$ cat config.mk
export PLATFORM = sky130hd
export DESIGN_NAME = i2c_tx_feeder
export DESIGN_NICKNAME = d
export VERILOG_FILES = /design/src/rtl/i2c_tx_feeder.sv
export SDC_FILE = /design/constraint.sdc
export NUM_CORES = 1
export LEC_CHECK = 0
export CORE_ASPECT_RATIO = 0.6
export CORE_MARGIN = 2
export CORE_UTILIZATION = 40
export DETAILED_ROUTE_END_ITERATION = 6
export SETUP_SLACK_MARGIN = 0.02
export SLEW_MARGIN = 20
export SYNTH_ARGS = -nofsm -noshare
export SYNTH_HDL_FRONTEND = slang
export SYNTH_SLANG_ARGS = --single-unit
$ cat constraint.sdc
create_clock -name clk -period 5.5 [get_ports clk]
set_input_delay 0.825 -clock clk [delete_from_list [all_inputs] [get_ports clk]]
set_output_delay 0.825 -clock clk [all_outputs]
set_load 0.05 [all_outputs]
$ cat src/rtl/i2c_tx_feeder.sv
// Byte FIFO in front of the I2C byte transmitter: releases a transaction only once its last byte
// is buffered, so the transmitter never runs dry mid-write.
module i2c_tx_feeder #(
  parameter int unsigned DEPTH_LOG2 = 4
) (
  input  logic       clk,
  input  logic       rst_n,
  input  logic       wr_en,
  input  logic [7:0] wr_data,
  input  logic       wr_last,
  output logic       wr_full,
  input  logic       flush,
  output logic [7:0] tx_data,
  output logic       tx_data_ready,
  output logic       tx_en,
  input  logic       tx_data_req,
  input  logic       tx_done,
  output logic       busy,
  output logic       txn_done,
  output logic       overflow,
  output logic       deadlock
);

  localparam int unsigned Depth = 1 << DEPTH_LOG2;

  typedef logic [DEPTH_LOG2:0]   cnt_t;
  typedef logic [DEPTH_LOG2-1:0] ptr_t;
  typedef enum logic [1:0] {StIdle, StActive, StWaitDone} state_e;

  localparam cnt_t DepthCnt = cnt_t'(Depth);

  logic [8:0] mem [Depth];
  ptr_t       wr_ptr, rd_ptr;
  cnt_t       count, committed;
  state_e     state;
  logic       flush_pend, flush_pend_d;
  logic       tx_en_q, txn_done_q, overflow_q, deadlock_q;
  logic       clear, push, pop;
  logic [8:0] head;

  always_comb begin
    head          = mem[rd_ptr];
    wr_full       = (count == DepthCnt);
    tx_data_ready = (state == StActive) ||
                    ((state == StIdle) && (committed != '0) && !flush_pend);
    // A flush only takes effect from IDLE, so an in-flight transaction always completes.
    clear         = (state == StIdle) && (flush || flush_pend);
    push          = wr_en && !wr_full && !clear;
    pop           = tx_data_req && tx_data_ready && !clear;
    tx_data       = (count != '0) ? head[7:0] : 8'h00;
    busy          = (state != StIdle);
    flush_pend_d  = flush_pend;
    if (clear) begin
      flush_pend_d = 1'b0;
    end else if (flush && (state != StIdle)) begin
      flush_pend_d = 1'b1;
    end
  end

  assign tx_en    = tx_en_q;
  assign txn_done = txn_done_q;
  assign overflow = overflow_q;
  assign deadlock = deadlock_q;

  always_ff @(posedge clk) begin
    if (push) begin
      mem[wr_ptr] <= {wr_last, wr_data};
    end
  end

  always_ff @(posedge clk or negedge rst_n) begin
    if (!rst_n) begin
      state      <= StIdle;
      wr_ptr     <= '0;
      rd_ptr     <= '0;
      count      <= '0;
      committed  <= '0;
      flush_pend <= 1'b0;
      tx_en_q    <= 1'b0;
      txn_done_q <= 1'b0;
      overflow_q <= 1'b0;
      deadlock_q <= 1'b0;
    end else begin
      flush_pend <= flush_pend_d;
      tx_en_q    <= !flush_pend_d;
      txn_done_q <= 1'b0;
      if (clear) begin
        wr_ptr     <= '0;
        rd_ptr     <= '0;
        count      <= '0;
        committed  <= '0;
        overflow_q <= 1'b0;
        deadlock_q <= 1'b0;
      end else begin
        if (push) wr_ptr <= wr_ptr + 1'b1;
        if (pop)  rd_ptr <= rd_ptr + 1'b1;
        count     <= count + cnt_t'(push) - cnt_t'(pop);
        committed <= committed + cnt_t'(push && wr_last) - cnt_t'(pop && head[8]);
        if (wr_en && wr_full) overflow_q <= 1'b1;
        if (wr_full && (committed == '0)) deadlock_q <= 1'b1;
      end
      case (state)
        StIdle: begin
          if (pop) state <= head[8] ? StWaitDone : StActive;
        end
        StActive: begin
          if (pop && head[8]) state <= StWaitDone;
        end
        StWaitDone: begin
          if (tx_done) begin
            state      <= StIdle;
            txn_done_q <= 1'b1;
          end
        end
        default: state <= StIdle;
      endcase
    end
  end

endmodule

* Word-level counts from Yosys, hierarchy flattened
Memory sizes are Yosys's and may differ from the RTL's.
Index checks and enable logic that the tools add are counted.
** Word-level totals
- Bits in writable memories :: 144
- Bits of input ports :: 15
- Output and inout port bits :: 15
- Register bits :: 25
- Memories kept :: 1
- Word-level logic and storage cells :: 73
** Operators by class
- Reductions and logical operators :: 28
- Mux-type cells :: 22
- Add/sub/neg operators :: 6
- Equality and inequality tests :: 6
** Memories
- mem :: words 16, width 9, read ports 1, clocked after Yosys merged registers in 0, wr ports 1, line 32 : logic [8:0] mem [Depth];
** Operators by type and width (count)
- 4-bit two-way mux :: 4
- 1-bit logical AND :: 12
- 5-bit by 1-bit adder with 5-bit output :: 2
- 1-bit two-way mux :: 10
- 5-bit two-way mux :: 2
- 2-bit nonzero test :: 5
- 5-bit nonzero test :: 2
- 5-bit by 1-bit subtractor with 5-bit output :: 2
- 4-bit by 1-bit adder with 4-bit output, second input constant :: 2
- 2-bit two-way mux :: 4
- 8-bit two-way mux :: 1
- 2-bit one-hot mux with 3 select lines :: 1
- 5-bit == test, second input constant :: 1
- 5-bit zero test :: 1
- 1-bit zero test :: 4
- 2-bit inequality test, second input constant :: 2
- 3-bit AND reduction :: 1
- 2-bit by 1-bit == test with 1-bit output, second input constant :: 1
- 2-bit == test, second input constant :: 1
- 2-bit zero test :: 1
- 1-bit logical OR :: 2
- 2-bit by 1-bit inequality test with 1-bit output, second input constant :: 1

* Logic depth before layout (Yosys ltp)
- Depth after elaboration :: 9
- Gate-level depth with buffers :: 15
- Mapped depth without buffers :: 15

* Least setup slack after synthesis
Ideal clock, no wire load.
- Path type :: register -> register
- Start point :: reg committed[3]
- End point :: reg count[4]
- Arrival time :: 2923 ps
- Data required time :: 5422 ps
- Path buffers :: 0
- Slack :: 2499 ps
- Setup time :: 78 ps
- Cell stages (with the launch flop) :: 15
- Cell sequence :: dfrtp_1 inv_1 ha_1 nor4b_1 nor2_1 o21ai_0 inv_1 ha_1 inv_1 ha_1 fa_1 a21oi_1 nor2_1 or3_1 a21oi_1
** Between the ends
- Cells in the longest elaborated chain, start to end :: 8
** RTL lines
- from (decl) :: line 34 : cnt_t count, committed;
- from (signal assigned) :: line 98 : committed <= committed + cnt_t'(push && wr_last) - cnt_t'(pop && head[8]);
- 5-bit nonzero test :: line 45 : ((state == StIdle) && (committed != '0) && !flush_pend);
- 1-bit logical AND (2 in series) :: line 45
- 1-bit logical OR :: line 44 : tx_data_ready = (state == StActive) ||
- 1-bit logical AND (2 in series) :: line 49 : pop = tx_data_req && tx_data_ready && !clear;
- 5-bit by 1-bit subtractor with 5-bit output :: line 97 : count <= count + cnt_t'(push) - cnt_t'(pop);
- 5-bit two-way mux :: line 87 : if (clear) begin
- to (signal assigned) :: line 97
- to (decl) :: line 34
Every way passes these cells.
A chain may end at the register's enable or synchronous reset.

* Final worst setup path
- Start point :: reg rd_ptr[0]
- End point :: out tx_data[5]
** Between the ends
- Cells in the longest elaborated chain, start to end :: 2
** RTL lines
- from (decl) :: line 33 : ptr_t wr_ptr, rd_ptr;
- from (signal assigned) :: line 96 : if (pop) rd_ptr <= rd_ptr + 1'b1;
- memory read 16 x 9 bit
- 8-bit two-way mux :: line 50 : tx_data = (count != '0) ? head[7:0] : 8'h00;
- to (decl) :: line 13 : output logic [7:0] tx_data,
Every way passes these cells.

==> impl_metrics.xml <==
<?xml version="1.0" encoding="UTF-8"?>
<metrics>
  <group name="status">
    <metric name="run_status" unit="">finished clean</metric>
  </group>
  <group name="finish">
    <metric name="nFillCells" unit="">1467</metric>
    <metric name="finalNonFillerCells" unit="">686</metric>
    <metric name="finalNetCount" unit="">473</metric>
    <metric name="area_growth" unit="%">15.5</metric>
    <metric name="layout.cell_area.non_filler" unit="sq um">8270</metric>
    <metric name="drive_gt1_share" unit="%">16.6</metric>
    <metric name="insertedDiodeCount" unit="">0</metric>
  </group>
  <group name="place">
    <metric name="dp_hpwl" unit="um">9240</metric>
    <metric name="port-buffer-count" unit="">29</metric>
    <metric name="gp_congestion" unit="">0.776</metric>
    <metric name="dp_worst_setup_slack" unit="ns">1.70</metric>
    <metric name="placed_cells" unit="">654</metric>
    <metric name="placement.cell_area" unit="sq um">7690</metric>
  </group>
  <group name="timing">
    <metric name="period_minus_slack" unit="ns">4.19</metric>
    <metric name="worst_pin_slew" unit="ns">0.771</metric>
    <metric name="worst_clock_skew" unit="ns">0.0110</metric>
    <metric name="setup_violations" unit="">0</metric>
    <metric name="grt_setup_unrepaired" unit="">false</metric>
    <metric name="finalCritPeriodShare" unit="%">76.2</metric>
    <metric name="max-slew-margin-rel" unit="%">48.6</metric>
    <metric name="hold_viol_final" unit="">0</metric>
    <metric name="final_max_slew_viol_count" unit="">0</metric>
    <metric name="layout_setup_ws" unit="ns">1.31</metric>
    <metric name="summed_negative_setup_slack_over_all_endpoints" unit="ns">0</metric>
    <metric name="max_clock_freq" unit="GHz">0.239</metric>
  </group>
  <group name="routing">
    <metric name="via_count" unit="">3629</metric>
    <metric name="drt_pass1_iterations" unit="">4</metric>
    <metric name="viasPerCell" unit="">5.29</metric>
    <metric name="antenna_violating_nets_post_route" unit="">0</metric>
    <metric name="routedWlPerCell" unit="um">21.3</metric>
    <metric name="detail_route.drc_violations" unit="">0</metric>
    <metric name="number_of_design_rule_violations_left_by_the_first_detailed_router_iteration" unit="">276</metric>
    <metric name="wl" unit="um">14600</metric>
  </group>
  <group name="yosys">
    <metric name="syn_nets" unit="">430</metric>
    <metric name="synth_sequential_area_ratio" unit="%">69.1</metric>
    <metric name="synth_seq_cells" unit="">169</metric>
    <metric name="netlist.area_leader.share" unit="%">60.4</metric>
    <metric name="postSynthAreaPerCell" unit="sq um">18.1</metric>
    <metric name="synthTopCellsByArea" unit="">sky130_fd_sc_hd__edfxtp_1 60%, sky130_fd_sc_hd__dfrtp_1 8.7%, sky130_fd_sc_hd__mux4_2 6.6%, sky130_fd_sc_hd__mux4_1 4.4%, sky130_fd_sc_hd__ha_1 3.0%</metric>
    <metric name="ys.warnings.count" unit="">0</metric>
    <metric name="count_of_flip_flops_with_a_built_in_enable_after_synthesis" unit="">144</metric>
    <metric name="yosysTopAreaCell" unit="">sky130_fd_sc_hd__edfxtp_1</metric>
    <metric name="combined_area_of_all_synthesized_cells" unit="sq um">7160</metric>
    <metric name="synthArstFlopShare" unit="%">14.8</metric>
    <metric name="dominantRegCellSynth" unit="">sky130_fd_sc_hd__edfxtp_1</metric>
    <metric name="netlist-cell-type-count" unit="">48</metric>
    <metric name="syn_inst" unit="">396</metric>
  </group>
  <group name="worst_setup_path">
    <metric name="critPathCaptureType" unit="">output port</metric>
    <metric name="critical-path-slowest-cell" unit="">sky130_fd_sc_hd__dfrtp_2</metric>
    <metric name="worst-r2r-setup-slack" unit="ns">1.90</metric>
    <metric name="crit_type" unit="">reg -&gt; out</metric>
    <metric name="critical_path.reg2reg.endpoint" unit="">committed[4]</metric>
    <metric name="cp_data_required_time" unit="ns">4.68</metric>
    <metric name="worst_r2r_path_depth" unit="">14</metric>
    <metric name="path_cells" unit="">buf_4, mux4_1, mux2i_1, o22ai_1, clkdlybuf4s50_1</metric>
    <metric name="worst_path_largest_cell_delay" unit="ns">0.76</metric>
    <metric name="worst_ep_arrival_time" unit="ns">3.37</metric>
    <metric name="crit_family" unit="">buffers and inverters</metric>
    <metric name="cp_num_buf_inv" unit="">2</metric>
    <metric name="worstPathMaxFanout" unit="">23</metric>
    <metric name="worstReg2RegStart" unit="">rd_ptr[1]</metric>
    <metric name="setup.worst_path.start_class" unit="">flop</metric>
  </group>
  <group name="global_route">
    <metric name="first_global_vias" unit="">3631</metric>
    <metric name="grt_antenna_before_repair" unit="">0</metric>
    <metric name="grt_pass1_wl" unit="um">22300</metric>
    <metric name="grt_usage" unit="%">16.5</metric>
    <metric name="grt_max_degree" unit="">26</metric>
    <metric name="global_route.overflow_total" unit="">0</metric>
  </group>
  <group name="power">
    <metric name="vdd.ir_drop.worst" unit="V">0.000211</metric>
    <metric name="cellLeakagePower" unit="nW">2.82</metric>
    <metric name="p_per_area" unit="nW/um^2">506</metric>
  </group>
  <group name="clock_tree">
    <metric name="tritoncts.num_buffers" unit="">17</metric>
    <metric name="cts_tree" unit="">yes</metric>
    <metric name="cts_sinks" unit="">169</metric>
    <metric name="cts.root.buffer_cell" unit="">sky130_fd_sc_hd__clkbuf_16</metric>
    <metric name="postCtsHoldBufs" unit="">0</metric>
    <metric name="clk_pin_slew_worst_paths" unit="ns">0.07</metric>
    <metric name="cts_post_setup_buffers_inserted" unit="">0</metric>
    <metric name="ctsHtreeMaxLevel" unit="">4</metric>
    <metric name="clock_latency" unit="ns">0.42</metric>
    <metric name="number_of_buffers_on_the_longest_clock_path" unit="">2</metric>
    <metric name="ctsResizeCount" unit="">0</metric>
  </group>
  <group name="floorplanning">
    <metric name="starting_utilization_of_the_core_area" unit="%">41.4</metric>
    <metric name="die_height" unit="um">108</metric>
    <metric name="row_count" unit="">37</metric>
    <metric name="floorplan.die.width" unit="um">177</metric>
    <metric name="io-pin-count" unit="">30</metric>
    <metric name="floorplan.die_area" unit="sq um">19000</metric>
    <metric name="core" unit="sq um">17300</metric>
  </group>
  <group name="flow_run">
    <metric name="max_cap_violations" unit="">0</metric>
  </group>
  <group name="hold_path">
    <metric name="hold-path-cell-count" unit="">2</metric>
    <metric name="worstHoldStart" unit="">deadlock</metric>
    <metric name="hold_end" unit="">deadlock</metric>
    <metric name="min-delay-path-class" unit="">reg -&gt; reg</metric>
  </group>
</metrics>
## power breakdown
| part | internal (W) | switching (W) |
|---|---|---|
| registers | 0.00151 | 0.000113 |
| clock network | 0.000643 | 0.000536 |
| logic | 0.000577 | 0.000808 |
| total | 0.00273 | 0.00146 |
## logic make-up after synthesis
family / share of synthesized area (%)
AO/OA/AOI/OAI: 3.72
XOR/XNOR: 0.978
adder cells (fa/ha/maj): 3.53
buffers and inverters: 2.83
flip-flops: 69.1
multiplexers: 14.2
AND/OR/NAND/NOR: 5.62
## worst register-to-register path, stage by stage, from the launching register on
cell	delay [ns]
sky130_fd_sc_hd__dfrtp_1	0.84
sky130_fd_sc_hd__buf_4	0.46
sky130_fd_sc_hd__nor2b_1	0.11
sky130_fd_sc_hd__a222oi_1	0.33
sky130_fd_sc_hd__a22o_2	0.24
sky130_fd_sc_hd__nor2_1	0.06
sky130_fd_sc_hd__ha_1	0.30
sky130_fd_sc_hd__inv_1	0.05
sky130_fd_sc_hd__ha_1	0.15
sky130_fd_sc_hd__inv_1	0.06
sky130_fd_sc_hd__fa_1	0.40
sky130_fd_sc_hd__nor2b_1	0.16
sky130_fd_sc_hd__o21bai_1	0.10
sky130_fd_sc_hd__nand3_1	0.08
sky130_fd_sc_hd__nor3b_1	0.17
## sequential cells by signal (all words and copies together), names as in the netlist
register    cells
committed       5
count           5
overflow        1
tx_en           1
deadlock        1
mem           144
rd_ptr          4
wr_ptr          4
flush_pend      1
txn_done        1
state           2
## synthesized netlist by cell type (3+ instances only)
cell / instances
sky130_fd_sc_hd__edfxtp_1: 144
sky130_fd_sc_hd__mux4_2: 21
sky130_fd_sc_hd__o22ai_1: 8
sky130_fd_sc_hd__xor2_1: 4
sky130_fd_sc_hd__clkbuf_1: 3
sky130_fd_sc_hd__o21ai_0: 4
sky130_fd_sc_hd__nor2_1: 18
sky130_fd_sc_hd__mux2i_1: 16
sky130_fd_sc_hd__nor3_1: 3
sky130_fd_sc_hd__a21oi_1: 12
sky130_fd_sc_hd__and2_1: 17
sky130_fd_sc_hd__nand2_1: 7
sky130_fd_sc_hd__dfrtp_1: 25
sky130_fd_sc_hd__nor3b_1: 3
sky130_fd_sc_hd__nor2b_1: 7
sky130_fd_sc_hd__mux4_1: 12
sky130_fd_sc_hd__inv_1: 23
sky130_fd_sc_hd__mux2_2: 5
sky130_fd_sc_hd__buf_2: 4
sky130_fd_sc_hd__ha_1: 17
sky130_fd_sc_hd__xnor2_1: 4
sky130_fd_sc_hd__nand3_1: 4
## worst max path at each step
stage,start,to,cells after the start
3_3_place_gp,rd_ptr[0],tx_data[1],5
2_1_floorplan,committed[3],count[4],14
3_5_place_dp,rd_ptr[0],tx_data[3],5
6_report,rd_ptr[0],tx_data[5],5
5_1_grt,rd_ptr[0],tx_data[1],5
4_1_cts,rd_ptr[0],tx_data[5],5
## final cells by class
type	instances	area (sq um)	share of cell area, %
clock buffers	17	425	5.14
inverters	23	86.3	1.04
flip-flops and latches	169	4950	59.8
repair buffers	37	350	4.23
multi-input cells	191	2010	24.3
clock inverters	15	156	1.89
well taps	234	293	3.54
## metal layers
metal  up-vias  wire length (um)  track usage, %
met5         -                 0               0
li1       1642                 -               -
met2        86              6660            24.0
met3         6               666            5.33
met4         0                51            3.96
met1      1895              7220            24.2
## cells in the final DEF, fill, tap and decap left out, drive strengths merged, types with 2 or more instances in the layout
cell and count:
a21o 2, a21oi 12, and2 17, buf 8
clkbuf 17, clkdlybuf4s50 29, clkinv 2, clkinvlp 3
dfrtp 25, edfxtp 144, fa 2, ha 17
inv 32, mux2 6, mux2i 16, mux4 33
nand2 7, nand3 4, nor2 18, nor2b 7
nor3 3, nor3b 4, o21ai 4, o22ai 8
o31ai 2, o41ai 2, or2 2, or3 2
or4 2, xnor2 4, xor2 4
## per-stage QoR
step | power (W) | utilization [%] | hold WS [ns]
after CTS | 0.00422 | 47.8 | 0.508
after detailed placement | 0.00304 | 44.4 | 0.490
after floorplan | 0.00264 | - | 0.472
final | 0.00419 | 47.8 | 0.497
after global routing | 0.00438 | 47.8 | 0.543
after global placement | 0.00300 | 44.4 | 0.478
Power figures use the tool's default switching activity.
